File: config.mk
export PLATFORM = sky130hd
export DESIGN_NAME = retospect_lif_cell
export DESIGN_NICKNAME = d
export VERILOG_FILES = /design/src/rtl/retospect_nn_pkg.sv /design/src/rtl/retospect_cfg_chain.sv /design/src/rtl/retospect_lif_cell.sv
export SDC_FILE = /design/constraint.sdc
export NUM_CORES = 1
export LEC_CHECK = 0
export BUFFER_PORTS_ARGS = -buffer_cell sky130_fd_sc_hd__buf_2
export CAP_MARGIN = 20
export CORE_UTILIZATION = 30
export DETAILED_ROUTE_END_ITERATION = 16
export GPL_TIMING_DRIVEN = 0
export SYNTH_ARGS = -nofsm -noshare
export SYNTH_HDL_FRONTEND = slang
export SYNTH_SLANG_ARGS = --single-unit
File: constraint.sdc
create_clock -name clk -period 10.35 [get_ports clk]
set_input_delay 1.035 -clock clk [delete_from_list [all_inputs] [get_ports clk]]
set_output_delay 1.035 -clock clk [all_outputs]
set_load 0.01 [all_outputs]
File: src/rtl/retospect_nn_pkg.sv
// Shared constants, cell state type and configuration-chain helpers for the LIF neuron cell.
// Chain layout depends on whether RETOSPECT_LIF_INHIBIT_EN is defined (adds one sign bit per dendrite).
package retospect_nn_pkg;

    localparam int DEF_N_DEND      = 4;
    localparam int DEF_W_BITS      = 3;
    localparam int DEF_POT_BITS    = 6;
    localparam int DEF_REFRAC_BITS = 3;
    localparam int DEF_N_DECAY     = 8;

    typedef enum logic {
        INTEGRATE  = 1'b0,
        REFRACTORY = 1'b1
    } cell_state_t;

    function automatic int clog2(input int value);
        int r;
        r = 0;
        for (int i = 0; i < 31; i++) begin
            if ((1 << i) < value) r = i + 1;
        end
        return r;
    endfunction

    function automatic int sign_bits(input int n_dend);
`ifdef RETOSPECT_LIF_INHIBIT_EN
        return n_dend;
`else
        return 0;
`endif
    endfunction

    function automatic int chain_len(input int n_dend, input int w_bits, input int pot_bits,
                                     input int n_decay, input int refrac_bits);
        return n_dend * w_bits + sign_bits(n_dend) + pot_bits + clog2(n_decay) + refrac_bits;
    endfunction

endpackage

File: src/rtl/retospect_cfg_chain.sv
// Generic serial configuration shift register with parallel read-out.
// Bits enter at the MSB end and leave at bit 0, so bs_out is always a registered value.
module retospect_cfg_chain #(
    parameter int WIDTH = 24
) (
    input  logic             clk,
    input  logic             reset,
    input  logic             config_en,
    input  logic             bs_in,
    output logic             bs_out,
    output logic [WIDTH-1:0] data
);

    always_ff @(posedge clk) begin
        if (reset) begin
            data <= '0;
        end else if (config_en) begin
            data <= {bs_in, data[WIDTH-1:1]};
        end
    end

    assign bs_out = data[0];

endmodule

File: src/rtl/retospect_lif_cell.sv
// Leaky integrate-and-fire neuron cell with serially loaded per-cell configuration.
// Define RETOSPECT_LIF_INHIBIT_EN to add per-dendrite sign bits (inhibitory dendrites).
module retospect_lif_cell
    import retospect_nn_pkg::*;
#(
    parameter int N_DEND      = DEF_N_DEND,
    parameter int W_BITS      = DEF_W_BITS,
    parameter int POT_BITS    = DEF_POT_BITS,
    parameter int REFRAC_BITS = DEF_REFRAC_BITS,
    parameter int N_DECAY     = DEF_N_DECAY
) (
    input  logic                    clk,
    input  logic                    reset,
    input  logic                    reset_nn,
    input  logic                    config_en,
    input  logic                    bs_in,
    output logic                    bs_out,
    input  logic [N_DECAY-1:0]      decay_bus,
    input  logic [N_DEND-1:0]       dendrite,
    output logic                    axon,
    output cell_state_t             dbg_state,
    output logic [POT_BITS-1:0]     dbg_potential,
    output logic [REFRAC_BITS-1:0]  dbg_refrac_cnt,
    output logic [chain_len(N_DEND, W_BITS, POT_BITS, N_DECAY, REFRAC_BITS)-1:0] dbg_cfg
);

    localparam int DSEL_BITS = clog2(N_DECAY);
    localparam int CHAIN_L   = chain_len(N_DEND, W_BITS, POT_BITS, N_DECAY, REFRAC_BITS);
    localparam int SUM_W     = POT_BITS + clog2(N_DEND) + 2;

    // Field offsets, counted from the bs_out end of the chain.
    localparam int REF_LO  = 0;
    localparam int DSEL_LO = REF_LO + REFRAC_BITS;
    localparam int THR_LO  = DSEL_LO + DSEL_BITS;
    localparam int SIGN_LO = THR_LO + POT_BITS;
    localparam int WT_LO   = SIGN_LO + sign_bits(N_DEND);

    logic [CHAIN_L-1:0]     cfg;
    logic [W_BITS-1:0]      weight [N_DEND];
    logic [POT_BITS-1:0]    threshold;
    logic [DSEL_BITS-1:0]   dsel;
    logic [REFRAC_BITS-1:0] refrac_len;

    logic [POT_BITS-1:0]    potential;
    logic [REFRAC_BITS-1:0] refrac_cnt;

    logic [POT_BITS-1:0]    leaked;
    logic [SUM_W-1:0]       dend_sum;
    logic [SUM_W-1:0]       total;
    logic [POT_BITS-1:0]    sat_pot;
    logic                   fire;

    // reset_nn outranks config_en, so it also blocks chain shifting.
    retospect_cfg_chain #(
        .WIDTH (CHAIN_L)
    ) u_chain (
        .clk       (clk),
        .reset     (reset),
        .config_en (config_en & ~reset_nn),
        .bs_in     (bs_in),
        .bs_out    (bs_out),
        .data      (cfg)
    );

`ifdef RETOSPECT_LIF_INHIBIT_EN
    logic [N_DEND-1:0] inhibit;
`endif

    for (genvar gi = 0; gi < N_DEND; gi++) begin : g_field
        assign weight[gi] = cfg[WT_LO + (N_DEND - 1 - gi) * W_BITS +: W_BITS];
`ifdef RETOSPECT_LIF_INHIBIT_EN
        assign inhibit[gi] = cfg[SIGN_LO + N_DEND - 1 - gi];
`endif
    end

    assign threshold  = cfg[THR_LO +: POT_BITS];
    assign dsel       = cfg[DSEL_LO +: DSEL_BITS];
    assign refrac_len = cfg[REF_LO +: REFRAC_BITS];

    // Leak first, then the two's-complement dendrite sum, then clamp.
    always_comb begin
        leaked   = decay_bus[dsel] ? (potential >> 1) : potential;
        dend_sum = '0;
        for (int i = 0; i < N_DEND; i++) begin
            if (dendrite[i]) begin
`ifdef RETOSPECT_LIF_INHIBIT_EN
                if (inhibit[i]) begin
                    dend_sum = dend_sum - SUM_W'(weight[i]);
                end else begin
                    dend_sum = dend_sum + SUM_W'(weight[i]);
                end
`else
                dend_sum = dend_sum + SUM_W'(weight[i]);
`endif
            end
        end
        total = SUM_W'(leaked) + dend_sum;
`ifdef RETOSPECT_LIF_INHIBIT_EN
        if (total[SUM_W-1]) begin
            sat_pot = '0;
        end else if (|total[SUM_W-2:POT_BITS]) begin
            sat_pot = '1;
        end else begin
            sat_pot = total[POT_BITS-1:0];
        end
`else
        if (|total[SUM_W-1:POT_BITS]) begin
            sat_pot = '1;
        end else begin
            sat_pot = total[POT_BITS-1:0];
        end
`endif
        fire = (threshold != '0) && (sat_pot >= threshold);
    end

    always_ff @(posedge clk) begin
        if (reset || reset_nn) begin
            potential  <= '0;
            refrac_cnt <= '0;
            axon       <= 1'b0;
        end else if (config_en) begin
            axon <= 1'b0;
        end else if (refrac_cnt != '0) begin
            potential  <= '0;
            refrac_cnt <= refrac_cnt - REFRAC_BITS'(1);
            axon       <= 1'b0;
        end else if (fire) begin
            potential  <= '0;
            refrac_cnt <= refrac_len;
            axon       <= 1'b1;
        end else begin
            potential <= sat_pot;
            axon      <= 1'b0;
        end
    end

    assign dbg_state      = (refrac_cnt != '0) ? REFRACTORY : INTEGRATE;
    assign dbg_potential  = potential;
    assign dbg_refrac_cnt = refrac_cnt;
    assign dbg_cfg        = cfg;

endmodule

==> results of run 1 <==
==> per-layer routing <==
metal | vias up | global-route usage | wire length [um]
li1 | 1112 | - | -
met1 | 975 | 0.191 | 2670
met2 | 44 | 0.225 | 2530
met3 | 7 | 0.0278 | 187
met4 | 0 | 0.0565 | 83
met5 | - | 0 | 0
==> per-stage QoR <==
| stage | worst slack (ns) | std cells |
|---|---|---|
| CTS | 3.78 | 445 |
| global route | 3.27 | 445 |
| floorplan | 4.27 | 287 |
| detailed placement | 3.48 | 437 |
| global placement | 3.61 | 437 |
| finish | 3.83 | 445 |
==> Yosys cell counts (2+ instances only) <==
| library cell | n | area share |
|---|---|---|
| sky130_fd_sc_hd__nand3_1 | 6 | 0.013 |
| sky130_fd_sc_hd__a211oi_1 | 2 | 0.0064 |
| sky130_fd_sc_hd__a21o_1 | 4 | 0.013 |
| sky130_fd_sc_hd__dfxtp_1 | 34 | 0.29 |
| sky130_fd_sc_hd__inv_1 | 17 | 0.027 |
| sky130_fd_sc_hd__a21oi_1 | 36 | 0.077 |
| sky130_fd_sc_hd__mux4_1 | 2 | 0.022 |
| sky130_fd_sc_hd__mux2_2 | 11 | 0.053 |
| sky130_fd_sc_hd__clkbuf_1 | 11 | 0.018 |
| sky130_fd_sc_hd__mux2i_1 | 6 | 0.026 |
| sky130_fd_sc_hd__nor2_1 | 11 | 0.018 |
| sky130_fd_sc_hd__nor2b_1 | 9 | 0.024 |
| sky130_fd_sc_hd__fa_1 | 4 | 0.034 |
| sky130_fd_sc_hd__o21ai_0 | 11 | 0.024 |
| sky130_fd_sc_hd__nor3b_1 | 2 | 0.0064 |
| sky130_fd_sc_hd__nand2_1 | 52 | 0.083 |
| sky130_fd_sc_hd__and3_1 | 2 | 0.0053 |
| sky130_fd_sc_hd__ha_1 | 23 | 0.12 |
| sky130_fd_sc_hd__nand4_1 | 2 | 0.0053 |
| sky130_fd_sc_hd__o211ai_1 | 5 | 0.016 |
| sky130_fd_sc_hd__a31oi_1 | 2 | 0.0053 |
| sky130_fd_sc_hd__and2_1 | 4 | 0.011 |
| sky130_fd_sc_hd__o21a_1 | 4 | 0.013 |
| sky130_fd_sc_hd__nand2b_1 | 2 | 0.0053 |
| sky130_fd_sc_hd__xnor2_1 | 4 | 0.015 |
| sky130_fd_sc_hd__nor3_1 | 7 | 0.015 |
| sky130_fd_sc_hd__xor2_1 | 2 | 0.0075 |
==> power by group <==
part           internal [mW]  switching, mW
registers              0.131       0.000433
logic                0.00929         0.0145
clock network         0.0535         0.0495
total                  0.194         0.0644
==> cell families (layout without fill, tap and decap cells) <==
group | count (synthesis) | count (layout)
mux | 20 | 20
flops | 34 | 34
compound gates | 70 | 70
fa+ha+maj | 27 | 27
buf+inv | 30 | 89
simple gates | 100 | 100
xor+xnor | 6 | 6
==> cell type report <==
type	count	share of cell area
multi-input combinational	223	0.548
buffer	13	0.0191
clock inverter	2	0.00444
timing repair buffer	51	0.0906
inverter	17	0.0227
sequential	34	0.242
clock buffer	6	0.0293
tap	99	0.0440
==> worst min path at each step <==
| stage | from | to | slack [ns] | depth (start not counted) |
|---|---|---|---|---|
| 2_1_floorplan | u_chain.data[1] | u_chain.data[0] | 0.50 | 2 |
| 6_report | u_chain.data[21] | u_chain.data[20] | 0.48 | 2 |
| 5_1_grt | u_chain.data[2] | u_chain.data[1] | 0.51 | 2 |
| 3_3_place_gp | u_chain.data[21] | u_chain.data[20] | 0.47 | 2 |
| 4_1_cts | u_chain.data[21] | u_chain.data[20] | 0.48 | 2 |
| 3_5_place_dp | u_chain.data[21] | u_chain.data[20] | 0.47 | 2 |
==> state kept, by name, indices dropped and copies added (netlist names) <==
signal / count
u_chain.data: 24
dbg_potential: 6
dbg_refrac_cnt: 3
axon: 1
==> critical path, stage by stage <==
cell and delay, ns:
sky130_fd_sc_hd__buf_2 0.11, sky130_fd_sc_hd__and2_1 0.17, sky130_fd_sc_hd__ha_1 0.20, sky130_fd_sc_hd__inv_1 0.07
sky130_fd_sc_hd__fa_1 0.40, sky130_fd_sc_hd__mux2i_1 0.29, sky130_fd_sc_hd__fa_1 0.47, sky130_fd_sc_hd__mux2i_1 0.32
sky130_fd_sc_hd__inv_1 0.09, sky130_fd_sc_hd__ha_1 0.28, sky130_fd_sc_hd__a21oi_1 0.17, sky130_fd_sc_hd__nor2b_1 0.06
sky130_fd_sc_hd__o21ai_0 0.26, sky130_fd_sc_hd__xor2_1 0.21, sky130_fd_sc_hd__xnor2_1 0.17, sky130_fd_sc_hd__ha_1 0.32
sky130_fd_sc_hd__o21ai_0 0.25, sky130_fd_sc_hd__nor2_1 0.07, sky130_fd_sc_hd__o21a_1 0.22, sky130_fd_sc_hd__nor3_1 0.23
sky130_fd_sc_hd__inv_1 0.07, sky130_fd_sc_hd__ha_1 0.29, sky130_fd_sc_hd__a211o_1 0.27, sky130_fd_sc_hd__a21oi_1 0.16
sky130_fd_sc_hd__o21a_1 0.24, sky130_fd_sc_hd__o211ai_1 0.16, sky130_fd_sc_hd__o21ai_0 0.19
==> flow_summary.json, run 1 <==
{
  "synth_top_family_by_area": "simple AND/OR/NAND/NOR gates",
  "syn-instance-count": 287,
  "cts_tree": "yes",
  "ctsLongestPathBuffers": 2,
  "rows": 31,
  "hold_slack_ns": 0.479,
  "grt_overflow": 0,
  "fraction_of_synthesized_cell_area_in_xor_and_xnor_cells": 0.0224,
  "cp_max_fo": 5,
  "synth_enable_flop_cells": 0,
  "setup_total_neg_slack_ns": 0,
  "die_x_um": 90.4,
  "drc": 0,
  "crit-reg2reg-launch": "u_chain.data[21]",
  "worstPathRequired_ns": 10.57,
  "flow.area_growth_from_synthesis_pct": 20.2,
  "final_max_slew_viol_count": 0,
  "setup.worst_path.start_class": "input port",
  "totalWireLength_um": 5470,
  "routed-via-count": 2138,
  "postSynthNetCount": 331,
  "layout.filler_cells": 780,
  "reg2regPathDepth": 26,
  "static-leakage-power_nw": 1.28,
  "gpl.final_weighted_congestion": 0.803,
  "route.detailed.wl_per_inst_um": 12.3,
  "synth_cell_type_count": 39,
  "antenna_cells_inserted": 0,
  "min-delay-path-class": "register to register",
  "clock_insertion_delay_worst_skew_ns": 0.29,
  "mostFrequentLayoutCells": "52 x sky130_fd_sc_hd__nand2_1, 52 x sky130_fd_sc_hd__buf_2, 36 x sky130_fd_sc_hd__a21oi_1",
  "via_per_inst": 4.80,
  "placed_area_sq_mm": 0.00272,
  "ys_seq_elements": 34,
  "ctsHoldBuffers": 0,
  "ys_seq_area_frac": 0.291,
  "synth_async_sr_flop_share": 0,
  "setup_viol": 0,
  "yosys_most_used_dff": "sky130_fd_sc_hd__dfxtp_1",
  "synth_adder_area_share": 0.157,
  "power_density_mw_per_mm2": 91.7,
  "finalHoldViolCount": 0,
  "cts_made_buffers": 5,
  "yosys.area_share.simple": 0.196,
  "grt_pass1_vias": 1969,
  "layout_min_cycle_time_ns": 6.52,
  "dieArea_sq_mm": 0.00816,
  "post_cts_buffers": 0,
  "number_of_gates_given_a_new_drive_strength_after_cts": 0,
  "worst_r2r_endpoint": "dbg_potential[2]",
  "floorplan.initialDensity": 0.316,
  "maximum_frequency_from_static_timing_analysis_mhz": 153,
  "avgSynthCellArea_sq_um": 8.16,
  "nets": 389,
  "synth.yosys.warnings": 0,
  "layout-drive-gt1-share": 0.217,
  "final_min_period_over_clock_period": 0.630,
  "irDropWorstVdd_mv": 0.0629,
  "post_synth_mux_area_share": 0.111,
  "run_status": "finished clean",
  "cts_max_level": 2,
  "multi_input_area_sq_mm": 0.00154,
  "worst-slew-pin-transition_ns": 0.505,
  "place.detailed.hpwl_um": 4470,
  "regToRegSetupSlack_ns": 4.34,
  "critical_path.endpoint": "dbg_potential[2]",
  "fp.dieH_um": 90.4,
  "setup.worst_path.start": "dendrite[0]",
  "netlist_area_sq_mm": 0.00234,
  "skew_ns": 0.00979,
  "boundaryPins": 53,
  "layout_utilization": 0.380,
  "clock_sink_count": 34,
  "worst_slew_margin_rel": 0.662,
  "coreArea_sq_mm": 0.00741,
  "buffer_ports.inserted": 51,
  "clk_transition_reported_paths_ns": 0.07,
  "antenna_violating_nets_post_route": 0,
  "rsz0062_at_grt": "false",
  "setup.worst_path.end_class": "register",
  "final_design_area_no_fill_sq_mm": 0.00282,
  "grt_max_degree": 12,
  "global_route_usage_sum": 0.143,
  "cts.root.buffer_cell": "sky130_fd_sc_hd__clkbuf_8",
  "synth_compound_area_frac": 0.174,
  "final-seq-area_sq_um": 681,
  "worst-endpoint-arrival_ns": 6.74,
  "setup.worst_path.class": "input port to register",
  "drt_iter0_drc": 78,
  "pre_repair_dr_iteration_count": 5,
  "antenna_violations_before_repair": 0,
  "grt_first_pass_wirelength_um": 9470,
  "maxCapViolations": 0,
  "totalPowerFinal_uw": 258
}
Note: power is estimated with default switching activity, not from simulation.
==> run 2: changes to the inputs <==
Settings changed: ABC_AREA set to 1.
Clock period 10.35 ns to 5.6 ns, I/O delays scaled along.
==> run 2 against run 1 <==
Effect of this change: clock skew fell by 0.00078 ns; first-iteration DRC count rose by 33%; register-to-register slack got worse by 4.0 ns; highest routed layer unchanged.
==> flow_summary.json, run 2 <==
{
  "run_status": "finished clean",
  "yosys_most_used_dff": "sky130_fd_sc_hd__dfxtp_1",
  "antenna_cells_inserted": 0,
  "setup.worst_path.start": "dendrite[0]",
  "nets": 452,
  "mostFrequentLayoutCells": "68 x sky130_fd_sc_hd__nand2_1, 54 x sky130_fd_sc_hd__buf_2, 51 x sky130_fd_sc_hd__inv_1",
  "synthMostInstantiatedCell": "sky130_fd_sc_hd__nand2_1",
  "clock_power_share": 0.270,
  "avgSynthCellArea_sq_um": 6.78,
  "synth_cell_type_count": 28,
  "layout.filler_cells": 851,
  "switchingPower_uw": 263,
  "post_layout_nonfiller_instances": 511,
  "hold_slack_ns": 0.480,
  "grt_first_pass_wirelength_um": 10200,
  "drt_iter0_drc": 104,
  "die_x_um": 90.8,
  "ctsHoldBuffers": 0,
  "ys_seq_elements": 34,
  "synth_top_cells_by_count": "69 x sky130_fd_sc_hd__nand2_1, 51 x sky130_fd_sc_hd__inv_1, 40 x sky130_fd_sc_hd__o21ai_0",
  "grt_overflow": 0,
  "global_route_usage_sum": 0.151,
  "max_flop_register": "u_chain.data",
  "setup.worst_path.end_class": "register",
  "boundaryPins": 53,
  "cellInternalPower_uw": 460,
  "antenna_violating_nets_post_route": 0,
  "ctsLongestPathBuffers": 2,
  "grt_max_degree": 12,
  "yosysTopAreaCellShare": 0.288,
  "totalPowerFinal_uw": 723,
  "static-leakage-power_nw": 1.49,
  "skew_ns": 0.00902,
  "setup.worst_path.start_class": "input port",
  "setup.worst_path.class": "input port to register",
  "synth_top_area_cell": "sky130_fd_sc_hd__dfxtp_1",
  "critical-path-slowest-cell": "sky130_fd_sc_hd__fa_1",
  "min_from": "dbg_potential[0]",
  "finalHoldViolCount": 0,
  "coreArea_sq_mm": 0.00769,
  "netlist_area_sq_mm": 0.00237,
  "worst_slew_margin_rel": 0.712,
  "crit-reg2reg-launch": "u_chain.data[21]",
  "min-delay-path-class": "register to register",
  "combinational_cell_fraction_of_total_power": 0.351,
  "final_max_slew_viol_count": 0,
  "layout-drive-gt1-share": 0.210,
  "flip_flop_count_of_the_largest_register_after_layout": 24,
  "clock_insertion_delay_worst_skew_ns": 0.29,
  "synth.yosys.warnings": 0,
  "final_design_area_no_fill_sq_mm": 0.00290,
  "syn-instance-count": 349,
  "dpl.cell_count": 502,
  "worstPathRequired_ns": 5.82,
  "antenna_violations_before_repair": 0,
  "setup_total_neg_slack_ns": 0,
  "route.detailed.wl_per_inst_um": 11.8,
  "layout_min_cycle_time_ns": 5.25,
  "maxCapViolations": 0,
  "seq_power_share": 0.379,
  "pre_repair_dr_iteration_count": 4,
  "mostFrequentLayoutCell": "sky130_fd_sc_hd__nand2_1",
  "cp_max_fo": 6,
  "cts_tree": "yes",
  "synth_async_sr_flop_share": 0,
  "irDropWorstVdd_mv": 0.129,
  "drc": 0,
  "ys_seq_area_frac": 0.288,
  "clock_sink_count": 34,
  "rsz0062_at_grt": "false",
  "buffer_ports.inserted": 51,
  "power_density_mw_per_mm2": 249,
  "via_per_inst": 4.64,
  "final_min_period_over_clock_period": 0.937,
  "gpl.final_weighted_congestion": 0.802,
  "cts.root.buffer_cell": "sky130_fd_sc_hd__clkbuf_8",
  "totalWireLength_um": 6030,
  "top_cells_by_area_in_the_synthesized_netlist": "sky130_fd_sc_hd__dfxtp_1 29%, sky130_fd_sc_hd__ha_1 12%, sky130_fd_sc_hd__nand2_1 11%",
  "dieArea_sq_mm": 0.00825,
  "cts_max_level": 2,
  "place.detailed.hpwl_um": 4730,
  "critical-path-max-stage-delay_ns": 0.51,
  "netSwitchingFraction": 0.364,
  "floorplan.initialDensity": 0.308,
  "postSynthNetCount": 393,
  "worst-endpoint-arrival_ns": 5.46,
  "rows": 32,
  "maximum_frequency_from_static_timing_analysis_mhz": 191,
  "worst-slew-pin-transition_ns": 0.427,
  "flow.area_growth_from_synthesis_pct": 22.7,
  "synth_enable_flop_cells": 0,
  "cts_made_buffers": 5,
  "cpMostUsedCell": "sky130_fd_sc_hd__nand2_1",
  "placed_area_sq_mm": 0.00275,
  "setup_viol": 0,
  "clk_transition_reported_paths_ns": 0.07,
  "fp.dieH_um": 90.8,
  "routed-via-count": 2371,
  "grt_pass1_vias": 2167
}
[run 2: changes by cell type in the layout (fill, tap and decap cells not counted), sizes merged, moves of 5 or more]
cell,before,now
nand2,52,71
buf,53,58
nor2b,9,0
nor3,7,0
o21ai,12,40
clkbuf,17,8
and2,5,0
mux2,11,0
nor2,11,42
nand3,6,22
mux2i,7,0
inv,17,54
[run 2: logic make-up (layout without fill, tap and decap cells)]
family,Yosys count,in the layout,synth area share
AO/OA/AOI/OAI,78,78,0.172
XOR/XNOR,5,5,0.0185
adder cells (fa/ha/maj),27,27,0.155
buffers and inverters,62,122,0.106
flip-flops,34,34,0.288
AND/OR/NAND/NOR,143,143,0.261
[run 2: power groups by stage]
stage | logic (mW) | clock network, mW | registers (mW)
2_1_floorplan | 0.158 | 0 | 0.283
3_3_place_gp | 0.223 | 0 | 0.280
3_5_place_dp | 0.228 | 0 | 0.280
4_1_cts | 0.230 | 0.200 | 0.274
5_1_grt | 0.292 | 0.209 | 0.277
6_report | 0.254 | 0.195 | 0.274
[run 2: worst paths after layout]
| check | endpoint | slack (ns) | cells past startpoint |
|---|---|---|---|
| worst max register to register | dbg_potential[2] | 0.36 | 32 |
| worst min-delay path | dbg_potential[0] | 0.48 | 2 |
| worst max-delay path | dbg_potential[2] | 0.35 | 33 |
| worst min register to register | dbg_potential[0] | 0.48 | 2 |
[run 2: cell type report]
type,instances,area [sq um],area share
multi-input cells,253,1470,0.508
flip-flops and latches,34,682,0.235
repair buffers,52,275,0.0948
inverters,54,205,0.0707
well taps,102,128,0.0439
clock buffers,6,82.6,0.0284
plain buffers,8,45.0,0.0155
clock inverters,2,12.5,0.00431
[run 2: what timing repair did]
| item | 4_1_cts | 5_1_grt |
|---|---|---|
| buffers inserted | 0 | 1 |
| pin swaps | 0 | 6 |
| endpoints found under the setup margin | 9 | 10 |
| resized for setup | 3 | 9 |
[run 2: through the flow]
| step | worst slack (ns) | utilization |
|---|---|---|
| 2_1_floorplan | 0.259 | - |
| 3_3_place_gp | -0.391 | 0.358 |
| 3_5_place_dp | -0.442 | 0.358 |
| 4_1_cts | 0.0523 | 0.371 |
| 5_1_grt | 0.00797 | 0.378 |
| 6_report | 0.355 | 0.378 |
[run 2: worst max-delay path, delay by kind of cell]
kind                       cells  cell delay, ns
buffers and inverters          7            0.51
and+or+nand+nor               14            1.38
AOI/OAI and AO/OA              6            0.88
adders and majority gates      6            2.11
[run 2: layer usage]
layer	vias up	track usage	wire, um
met2	60	0.237	2710
met5	-	0	0
met1	1056	0.206	2930
met4	0	0.0437	65
met3	7	0.0337	328
li1	1248	-	-
